<file path="config.mk">
export PLATFORM = sky130hd
export DESIGN_NAME = seg7_ctrl_flat
export DESIGN_NICKNAME = d
export VERILOG_FILES = /design/src/rtl/seg7_pkg.sv /design/src/rtl/seg7_ctrl_if.sv /design/src/rtl/seg7_scan_timer.sv /design/src/rtl/seg7_ctrl.sv /design/src/flat_wrapper.sv
export SDC_FILE = /design/constraint.sdc
export NUM_CORES = 1
export LEC_CHECK = 0
export ABC_CLOCK_PERIOD_IN_PS = 3000
export CAP_MARGIN = 20
export CORE_AREA = 2 2 89 48
export CTS_BUF_LIST = sky130_fd_sc_hd__clkbuf_4
export CTS_CLUSTER_DIAMETER = 50
export DETAILED_ROUTE_END_ITERATION = 16
export DIE_AREA = 0 0 91 50
export PLACE_DENSITY = 0.95
export SLEW_MARGIN = 30
export SYNTH_ARGS = -nofsm -noshare
export SYNTH_HDL_FRONTEND = slang
export SYNTH_SLANG_ARGS = --single-unit
</file>
<file path="constraint.sdc">
create_clock -name CLK -period 3 [get_ports CLK]
set_input_delay 0.45 -clock CLK [delete_from_list [all_inputs] [get_ports CLK]]
set_output_delay 0.45 -clock CLK [all_outputs]
set_load 0.03 [all_outputs]
</file>
<file path="src/rtl/seg7_pkg.sv">
// ----------------------------------------------------------------------------
// seg7_pkg
// Shared types and constants for the 8-digit 7-segment display driver.
//   NUM_DIGITS      number of multiplexed digits
//   seg_t           7-bit segment pattern {a,b,c,d,e,f,g}, 1 = lit
//   SEG_0..SEG_9    patterns for BCD digits 0-9
//   SEG_BLANK       pattern shown for BCD codes 10-15
//   COM_OFF/DATA_OFF  output values that switch every digit off
//   bcd_to_seg()    BCD nibble to segment pattern lookup
// ----------------------------------------------------------------------------
package seg7_pkg;

  localparam int NUM_DIGITS = 8;

  typedef logic [6:0] seg_t;

  localparam seg_t SEG_0     = 7'b1111110;
  localparam seg_t SEG_1     = 7'b0110000;
  localparam seg_t SEG_2     = 7'b1101101;
  localparam seg_t SEG_3     = 7'b1111001;
  localparam seg_t SEG_4     = 7'b0110011;
  localparam seg_t SEG_5     = 7'b1011011;
  localparam seg_t SEG_6     = 7'b1011111;
  localparam seg_t SEG_7     = 7'b1110000;
  localparam seg_t SEG_8     = 7'b1111111;
  localparam seg_t SEG_9     = 7'b1111011;
  localparam seg_t SEG_BLANK = 7'b0000000;

  localparam logic [7:0] COM_OFF  = 8'hFF;
  localparam logic [7:0] DATA_OFF = 8'h00;

  function automatic seg_t bcd_to_seg(input logic [3:0] bcd);
    seg_t seg;
    case (bcd)
      4'd0:    seg = SEG_0;
      4'd1:    seg = SEG_1;
      4'd2:    seg = SEG_2;
      4'd3:    seg = SEG_3;
      4'd4:    seg = SEG_4;
      4'd5:    seg = SEG_5;
      4'd6:    seg = SEG_6;
      4'd7:    seg = SEG_7;
      4'd8:    seg = SEG_8;
      4'd9:    seg = SEG_9;
      default: seg = SEG_BLANK;
    endcase
    return seg;
  endfunction

endpackage

</file>
<file path="src/rtl/seg7_ctrl_if.sv">
// ----------------------------------------------------------------------------
// seg7_ctrl_if
// Bundles the digit inputs and the display outputs of seg7_ctrl.
//   DIG0..DIG7  segment pattern per digit, DIG0 is the leftmost digit
//   SEG_COM     digit select, active-low, bit 7 = DIG0 ... bit 0 = DIG7
//   SEG_DATA    {a,b,c,d,e,f,g,dp}, active-high, dp always 0
// Modports:
//   master  digit source, observes the display outputs
//   slave   the display driver
// ----------------------------------------------------------------------------
interface seg7_ctrl_if;
  import seg7_pkg::*;

  seg_t       DIG0, DIG1, DIG2, DIG3, DIG4, DIG5, DIG6, DIG7;
  logic [7:0] SEG_COM;
  logic [7:0] SEG_DATA;

  modport master (
    output DIG0, DIG1, DIG2, DIG3, DIG4, DIG5, DIG6, DIG7,
    input  SEG_COM, SEG_DATA
  );

  modport slave (
    input  DIG0, DIG1, DIG2, DIG3, DIG4, DIG5, DIG6, DIG7,
    output SEG_COM, SEG_DATA
  );
endinterface

</file>
<file path="src/rtl/seg7_scan_timer.sv">
// ----------------------------------------------------------------------------
// seg7_scan_timer
// Prescaler counting 0..SCAN_DIV-1 and the 3-bit digit index it advances.
//   CLK     system clock
//   RST     asynchronous active-high reset (prescaler and index to 0)
//   tick_o  high in the cycle where the prescaler equals SCAN_DIV-1
//   idx_o   currently selected digit, wraps 7 -> 0
// ----------------------------------------------------------------------------
module seg7_scan_timer #(
  parameter int unsigned SCAN_DIV = 10000
) (
  input  logic       CLK,
  input  logic       RST,
  output logic       tick_o,
  output logic [2:0] idx_o
);

  // A 1-bit counter is kept for SCAN_DIV=1; it simply stays at 0.
  localparam int unsigned PW = (SCAN_DIV > 1) ? $clog2(SCAN_DIV) : 1;
  localparam logic [PW-1:0] LAST = PW'(SCAN_DIV - 1);

  logic [PW-1:0] presc_q, presc_d;
  logic [2:0]    idx_q, idx_d;
  logic          tick;

  assign tick = (presc_q == LAST);

  always_comb begin
    presc_d = tick ? '0 : presc_q + 1'b1;
    idx_d   = tick ? 3'(idx_q + 3'd1) : idx_q;
  end

  // NOTE: state registers use non-blocking assignments so every flop samples
  // values from before the edge, regardless of process evaluation order.
  always_ff @(posedge CLK or posedge RST) begin
    if (RST) begin
      presc_q <= '0;
      idx_q   <= '0;
    end else begin
      presc_q <= presc_d;
      idx_q   <= idx_d;
    end
  end

  assign tick_o = tick;
  assign idx_o  = idx_q;

endmodule

</file>
<file path="src/rtl/seg7_ctrl.sv">
// ----------------------------------------------------------------------------
// seg7_ctrl
// Time-multiplexed driver for an 8-digit common-cathode 7-segment display.
// Each digit is selected for SCAN_DIV cycles; outputs are registered and
// refreshed every cycle from the live (unlatched) digit inputs.
//   CLK   system clock
//   RST   asynchronous active-high reset (SEG_COM=FF, SEG_DATA=00)
//   bus   seg7_ctrl_if.slave: DIG0..DIG7 in, SEG_COM/SEG_DATA out
// Parameter SCAN_DIV: cycles per digit slot, 1..2^20.
// Optional macro SEG7_DEGHOST_EN: blanks the outputs for one cycle after
// every scan tick (requires SCAN_DIV >= 2).
// ----------------------------------------------------------------------------
module seg7_ctrl
  import seg7_pkg::*;
#(
  parameter int unsigned SCAN_DIV = 10000
) (
  input  logic        CLK,
  input  logic        RST,
  seg7_ctrl_if.slave  bus
);

  logic       tick;
  logic [2:0] idx;

  seg7_scan_timer #(.SCAN_DIV(SCAN_DIV)) u_scan_timer (
    .CLK    (CLK),
    .RST    (RST),
    .tick_o (tick),
    .idx_o  (idx)
  );

  seg_t       dig_arr [NUM_DIGITS];
  logic [7:0] seg_com_q, seg_com_d;
  logic [7:0] seg_data_q, seg_data_d;

  always_comb begin
    dig_arr[0] = bus.DIG0;
    dig_arr[1] = bus.DIG1;
    dig_arr[2] = bus.DIG2;
    dig_arr[3] = bus.DIG3;
    dig_arr[4] = bus.DIG4;
    dig_arr[5] = bus.DIG5;
    dig_arr[6] = bus.DIG6;
    dig_arr[7] = bus.DIG7;
  end

  // NOTE: every output of this block gets a value before any condition, so
  // no path leaves a signal unassigned and no latch is inferred.
  always_comb begin
    seg_com_d  = ~(8'b1000_0000 >> idx);
    seg_data_d = {dig_arr[idx], 1'b0};
`ifdef SEG7_DEGHOST_EN
    // The index moves at the end of the tick cycle; blanking the value
    // registered there keeps the old and new digit from overlapping.
    if (tick) begin
      seg_com_d  = COM_OFF;
      seg_data_d = DATA_OFF;
    end
`endif
  end

`ifndef SEG7_DEGHOST_EN
  logic unused_tick;
  assign unused_tick = tick;
`endif

  always_ff @(posedge CLK or posedge RST) begin
    if (RST) begin
      seg_com_q  <= COM_OFF;
      seg_data_q <= DATA_OFF;
    end else begin
      seg_com_q  <= seg_com_d;
      seg_data_q <= seg_data_d;
    end
  end

  assign bus.SEG_COM  = seg_com_q;
  assign bus.SEG_DATA = seg_data_q;

endmodule

</file>
<file path="src/flat_wrapper.sv">
// flat-port wrapper written by rule: the top's interface ports become plain ports
module seg7_ctrl_flat import seg7_pkg::*;
#(
  parameter int unsigned SCAN_DIV = 10000
)
  (CLK, RST, bus_DIG0, bus_DIG1, bus_DIG2, bus_DIG3, bus_DIG4, bus_DIG5, bus_DIG6, bus_DIG7, bus_SEG_COM, bus_SEG_DATA);
  seg7_ctrl_if bus_i ();
  input  logic CLK;
  input  logic RST;
  input wire logic [$bits(bus_i.DIG0)-1:0] bus_DIG0;
  input wire logic [$bits(bus_i.DIG1)-1:0] bus_DIG1;
  input wire logic [$bits(bus_i.DIG2)-1:0] bus_DIG2;
  input wire logic [$bits(bus_i.DIG3)-1:0] bus_DIG3;
  input wire logic [$bits(bus_i.DIG4)-1:0] bus_DIG4;
  input wire logic [$bits(bus_i.DIG5)-1:0] bus_DIG5;
  input wire logic [$bits(bus_i.DIG6)-1:0] bus_DIG6;
  input wire logic [$bits(bus_i.DIG7)-1:0] bus_DIG7;
  output wire logic [$bits(bus_i.SEG_COM)-1:0] bus_SEG_COM;
  output wire logic [$bits(bus_i.SEG_DATA)-1:0] bus_SEG_DATA;
  assign bus_i.DIG0 = bus_DIG0;
  assign bus_i.DIG1 = bus_DIG1;
  assign bus_i.DIG2 = bus_DIG2;
  assign bus_i.DIG3 = bus_DIG3;
  assign bus_i.DIG4 = bus_DIG4;
  assign bus_i.DIG5 = bus_DIG5;
  assign bus_i.DIG6 = bus_DIG6;
  assign bus_i.DIG7 = bus_DIG7;
  assign bus_SEG_COM = bus_i.SEG_COM;
  assign bus_SEG_DATA = bus_i.SEG_DATA;
  seg7_ctrl #(.SCAN_DIV(SCAN_DIV)) u_core (.CLK(CLK), .RST(RST), .bus(bus_i));
endmodule
</file>
[Yosys cells after proc, flatten, opt, wreduce, memory -nomap -nowiden]
Index checks and enable logic that the tools add are counted.
Storage, ports and cells
  flip-flop bits (word level): 32
  input port bits: 58
  output and inout port bits: 16
  logic and storage cells: 15
Cells by class
  add/sub/neg operators: 2
  $lt $le $gt $ge: 1
  equality and inequality tests: 1
  shift-type cells: 1
  multiplexer cells: 4
  bitwise logic cells: 2
Operators with widths (count)
  7-bit binary-select mux with 3-bit select: 1
  14-bit by 1-bit adder with 14-bit output (second input constant): 1
  14-bit equality test (second input constant): 1
  14-bit 2-to-1 mux: 1
  7-bit 2-to-1 mux: 2
  8-bit NOT: 1
  8-bit by 3-bit right shift with 8-bit output (first input constant): 1
  4-bit >= comparator (second input constant): 1
  3-bit NOT with 4-bit output: 1
  3-bit by 1-bit adder with 3-bit output (second input constant): 1

[Depth between registers and ports, before layout]
  depth in word-level cells: 4
  gate-level depth with buffers: 6
  depth with buffers taken out: 5

[Modules after synthesis]
From an unflattened synthesis, not the netlist that was laid out.
Second synthesis, totals
  cell total of the unflattened synthesis: 158
  area total of the unflattened synthesis: 1833.0 µm²
By module, submodules not included
  seg7_ctrl: instances 1, cells an instance 87, area each 1028.5 µm², sequential area each 385.4 µm²
  seg7_scan_timer: instances 1, cells an instance 71, area each 804.5 µm², sequential area each 425.4 µm²

[Least setup slack after synthesis]
No wires, ideal clock.
  kind: register -> register
  from: register u_core.u_scan_timer.idx_q[0], in the netlist u_core.u_scan_timer.idx_o[0]
  to: register u_core.seg_data_q[5], in the netlist u_core.bus.SEG_DATA[5]
  library setup time: 117 ps
  arrival: 1484 ps
  required time: 2883 ps
  setup slack: 1399 ps
  cell stages (with the launch flop): 6
  buffers on the path: 2
  period minus slack after synthesis: 1601 ps
  path through: dfrtp_1 > buf_2 > buf_2 > mux4_2 > nand2_1 > nand2_1
On the way
  longest elaborated chain between the ends: 4
RTL lines
  from (decl): line seg7_scan_timer.sv:23  | logic [2:0] idx_q, idx_d;
  from (signal assigned): line seg7_scan_timer.sv:41  | idx_q <= idx_d;
  3-bit NOT with 4-bit output (implied by the code): line seg7_ctrl.sv:52  | seg_data_d = {dig_arr[idx], 1'b0};
  7-bit binary-select mux with 3-bit select: line seg7_ctrl.sv:52
  7-bit 2-to-1 mux (implied by the code) (2 in series): line seg7_ctrl.sv:52
  named net u_core.seg_data_d[5]: line seg7_ctrl.sv:35  | logic [7:0] seg_data_q, seg_data_d;
  to (signal assigned): line seg7_ctrl.sv:74  | seg_data_q <= seg_data_d;
  to (decl): line seg7_ctrl.sv:35
The timed path passes the listed nets, and every way through them passes these cells. The select of a mux whose other input is x is not followed.
A chain may end at the register's enable or synchronous reset.

[Final worst setup path]
  from: register u_core.seg_com_q[6], in the netlist u_core.bus.SEG_COM[6]
  to: output bus_SEG_COM[6]
RTL lines
  from (decl): line seg7_ctrl.sv:34  | logic [7:0] seg_com_q, seg_com_d;
  from (signal assigned): line seg7_ctrl.sv:73  | seg_com_q <= seg_com_d;
  to (decl): line flat_wrapper.sv:18  | output wire logic [$bits(bus_i.SEG_COM)-1:0] bus_SEG_COM;
No word-level cell between the ends.

==> qor.yml <==
floorplanning:
  die_h_um: 50
  core-area_mm2: 0.003764
  io_pins: 74
  die_area_mm2: 0.004550
  std_cell_rows: 16
  die_w_um: 91
  start_util_pct: 45.15
setup_path:
  regToRegSetupSlack_ns: 1.04
  crit_chain: "clkdlybuf4s50_1"
  worstReg2RegEnd: "u_core.u_scan_timer.presc_q[1]$_DFF_PP0_"
  critPathKind: "flip-flop to primary output"
  worstPathArrival_ns: 1.54
  end_kind: "primary output"
  crit_family: "buffers and inverters"
  worstPathRequired_ns: 2.55
  worst_path_max_delay_cell: "clkdlybuf4s50_1"
  crit_fanout: 1
  crit_buf_inv: 1
  crit_path_max_incr_delay_ns: 0.67
  critPathLaunchType: "flip-flop"
  r2r-start: "u_core.u_scan_timer.presc_q[5]$_DFF_PP0_"
  r2r_cells: 3
sta:
  fin_crit_ns: 1.993
  maxSlewViolCount: 0
  fmax_ghz: 0.5017
  timing.final.crit_share_pct: 66.45
  finalSetupTns_ns: 0
  clock_skew_ns: 0.01156
  whs_ns: 0.4693
  tightest_slew_ns: 0.6351
  slew_headroom_pct: 57.34
  hold_viol_final: 0
  rsz0062_at_grt: "false"
  setup_viol: 0
yosys:
  synth_seq_area_share_pct: 47.72
  syn-cell-area_mm2: 0.001699
  synth_cell_types: 29
  synthTopCellsByCount: "30 x nand2_1, 24 x dfrtp_1, 14 x mux4_2, 8 x dfstp_2"
  yosysTopAreaCell: "dfrtp_1"
  synth.most_common_cell: "nand2_1"
  ys_seq_elements: 32
  synth_area_per_cell_um2: 12.14
  syn-num-nets: 205
  yosysWarnings: 0
  synth_top_area_share_pct: 35.35
  synth.area.top_cells: "dfrtp_1 35%, mux4_2 19%, dfstp_2 12%"
  syn_inst: 140
  ys.flop_type: "dfrtp_1"
  synth_edf_count: 0
  async_flop_share_pct: 100.0
detailed_routing:
  dr.pass1.iters: 4
  drc: 0
  wl_per_cell_um: 15.31
  routed_wl_mm: 4.102
  vias: 1367
  ant_nets: 0
  drt_iter0_drc: 55
  via_per_inst: 5.101
global_route:
  antenna_found_initial: 0
  grt_start_max_net_pins: 33
  grt_pass1_vias: 1471
  grt-ovfl-total: 0
  grt_pass1_wl_mm: 6.789
  grtUsageTotal_pct: 19.97
clocking:
  htreeDepth: 2
  worstSkewPairLatency_ns: 0.34
  cts_tree: "yes"
  path_clk_slew_ns: 0.10
  ctsResizeCount: 0
  cts_sinks: 32
  post_cts_buffers: 0
  clockBufferDepth: 2
  cts_root_buffer: "clkbuf_4"
  cts_buffers: 5
  ctsHoldBuffers: 0
finish:
  n_antenna_cell: 0
  final_nets: 278
  fin_area_mm2: 0.002514
  syn2layout_area_growth_pct: 47.94
  multi_input_area_um2: 822.0
  fin_util_pct: 66.79
  layout-drive-gt1-share_pct: 16.82
  num-fill-cells: 297
  seqCellArea_um2: 812.0
placement:
  dpl_cell_area_mm2: 0.002455
  hpwlAfterDp_mm: 3.348
  io_buffer_count: 72
  gp_congestion: 0.8598
worst_hold_path:
  worstHoldPathType: "input port to async pin"
power:
  power.leakage_nw: 1.012
  fin_total_pwr_uw: 815.2
  power.density_mw_per_mm2: 324.3
  vdd.ir_drop.worst_v: 0.0001305
flow_run:
  maxCapViolations: 0
outcome:
  status: "completed"
==> per-layer routing <==
layer	vias to the layer above	global-route usage, %	wire length, um
met5	-	0	0
met4	0	8.586	68
met2	66	34.32	2088
li1	630	-	-
met3	10	5.810	304
met1	661	23.78	1641
==> registers in the layout, indices dropped and copies added (netlist names) <==
signal	flops
u_core.u_scan_timer.presc_q	14
u_core.bus.SEG_COM	8
u_core.bus.SEG_DATA	7
u_core.u_scan_timer.idx_o	3
==> logic make-up (layout without fill, tap and decap cells) <==
kind of cell | count (synthesis) | in the layout | share of synthesized area (%)
DFF | 32 | 32 | 47.72
other | 1 | 1 | 0.2207
adders and majority gates | 7 | 7 | 5.154
xor gates and xnor gates | 11 | 11 | 5.670
and+or+nand+nor | 56 | 56 | 16.79
muxes | 15 | 15 | 19.15
buffers and inverters | 14 | 88 | 3.903
AOI/OAI and AO/OA | 4 | 4 | 1.399
==> layout make-up <==
cell class	instances	area share [%]
clock buffer	7	2.091
sequential	32	32.30
clock inverter	1	0.1991
inverter	7	1.045
timing repair buffer	73	28.97
tap	54	2.688
multi-input combinational	94	32.70
==> metrics by stage <==
| step | cells | worst slack, ns |
|---|---|---|
| finish | 268 | 1.007 |
| detailed placement | 260 | 1.034 |
| global route | 268 | 0.8964 |
| floorplan | 140 | 1.399 |
| CTS | 268 | 0.9851 |
| global placement | 260 | 1.094 |
==> cell usage in the layout (no fill, tap or decap) <==
cell type        instances
a21oi_1                  1
a41oi_1                  1
and2b_2                  1
and3_1                   1
and4_1                   1
and4_2                   1
buf_4                    1
clkbuf_4                 7
clkdlybuf4s50_1         72
clkinv_2                 1
conb_1                   1
dfrtp_1                 23
dfrtp_2                  1
dfstp_2                  8
ha_1                     7
inv_1                    7
mux2i_1                  1
mux4_2                  14
nand2_1                 30
nand3_1                  5
nand4_1                  3
nor2_1                   6
nor3_1                   3
nor4_4                   1
o21ai_0                  2
or3_1                    2
or4b_1                   1
or4b_4                   1
xnor2_1                  6
xor2_1                   5
==> worst max-delay path by stage <==
stage / from / to / slack, ns / depth (start not counted)
after floorplan: u_core.u_scan_timer.idx_o[0]$_DFFE_PP0N_ / u_core.bus.SEG_DATA[5]$_DFF_PP0_ / 1.40 / 5
after global routing: u_core.u_scan_timer.presc_q[0]$_DFF_PP0_ / u_core.u_scan_timer.presc_q[1]$_DFF_PP0_ / 0.90 / 4
after global placement: u_core.u_scan_timer.presc_q[5]$_DFF_PP0_ / u_core.u_scan_timer.presc_q[1]$_DFF_PP0_ / 1.09 / 3
after detailed placement: u_core.u_scan_timer.presc_q[4]$_DFF_PP0_ / u_core.u_scan_timer.presc_q[1]$_DFF_PP0_ / 1.03 / 3
final: u_core.bus.SEG_COM[6]$_DFF_PP1_ / bus_SEG_COM[6] / 1.01 / 1
after CTS: u_core.bus.SEG_COM[6]$_DFF_PP1_ / bus_SEG_COM[6] / 0.99 / 1
==> power by group <==
group          total [mW]  internal [mW]  switching, mW
logic               0.125         0.0872         0.0376
registers           0.438          0.436        0.00131
clock network       0.253          0.109          0.144
Note: power is estimated with default switching activity, not from simulation.
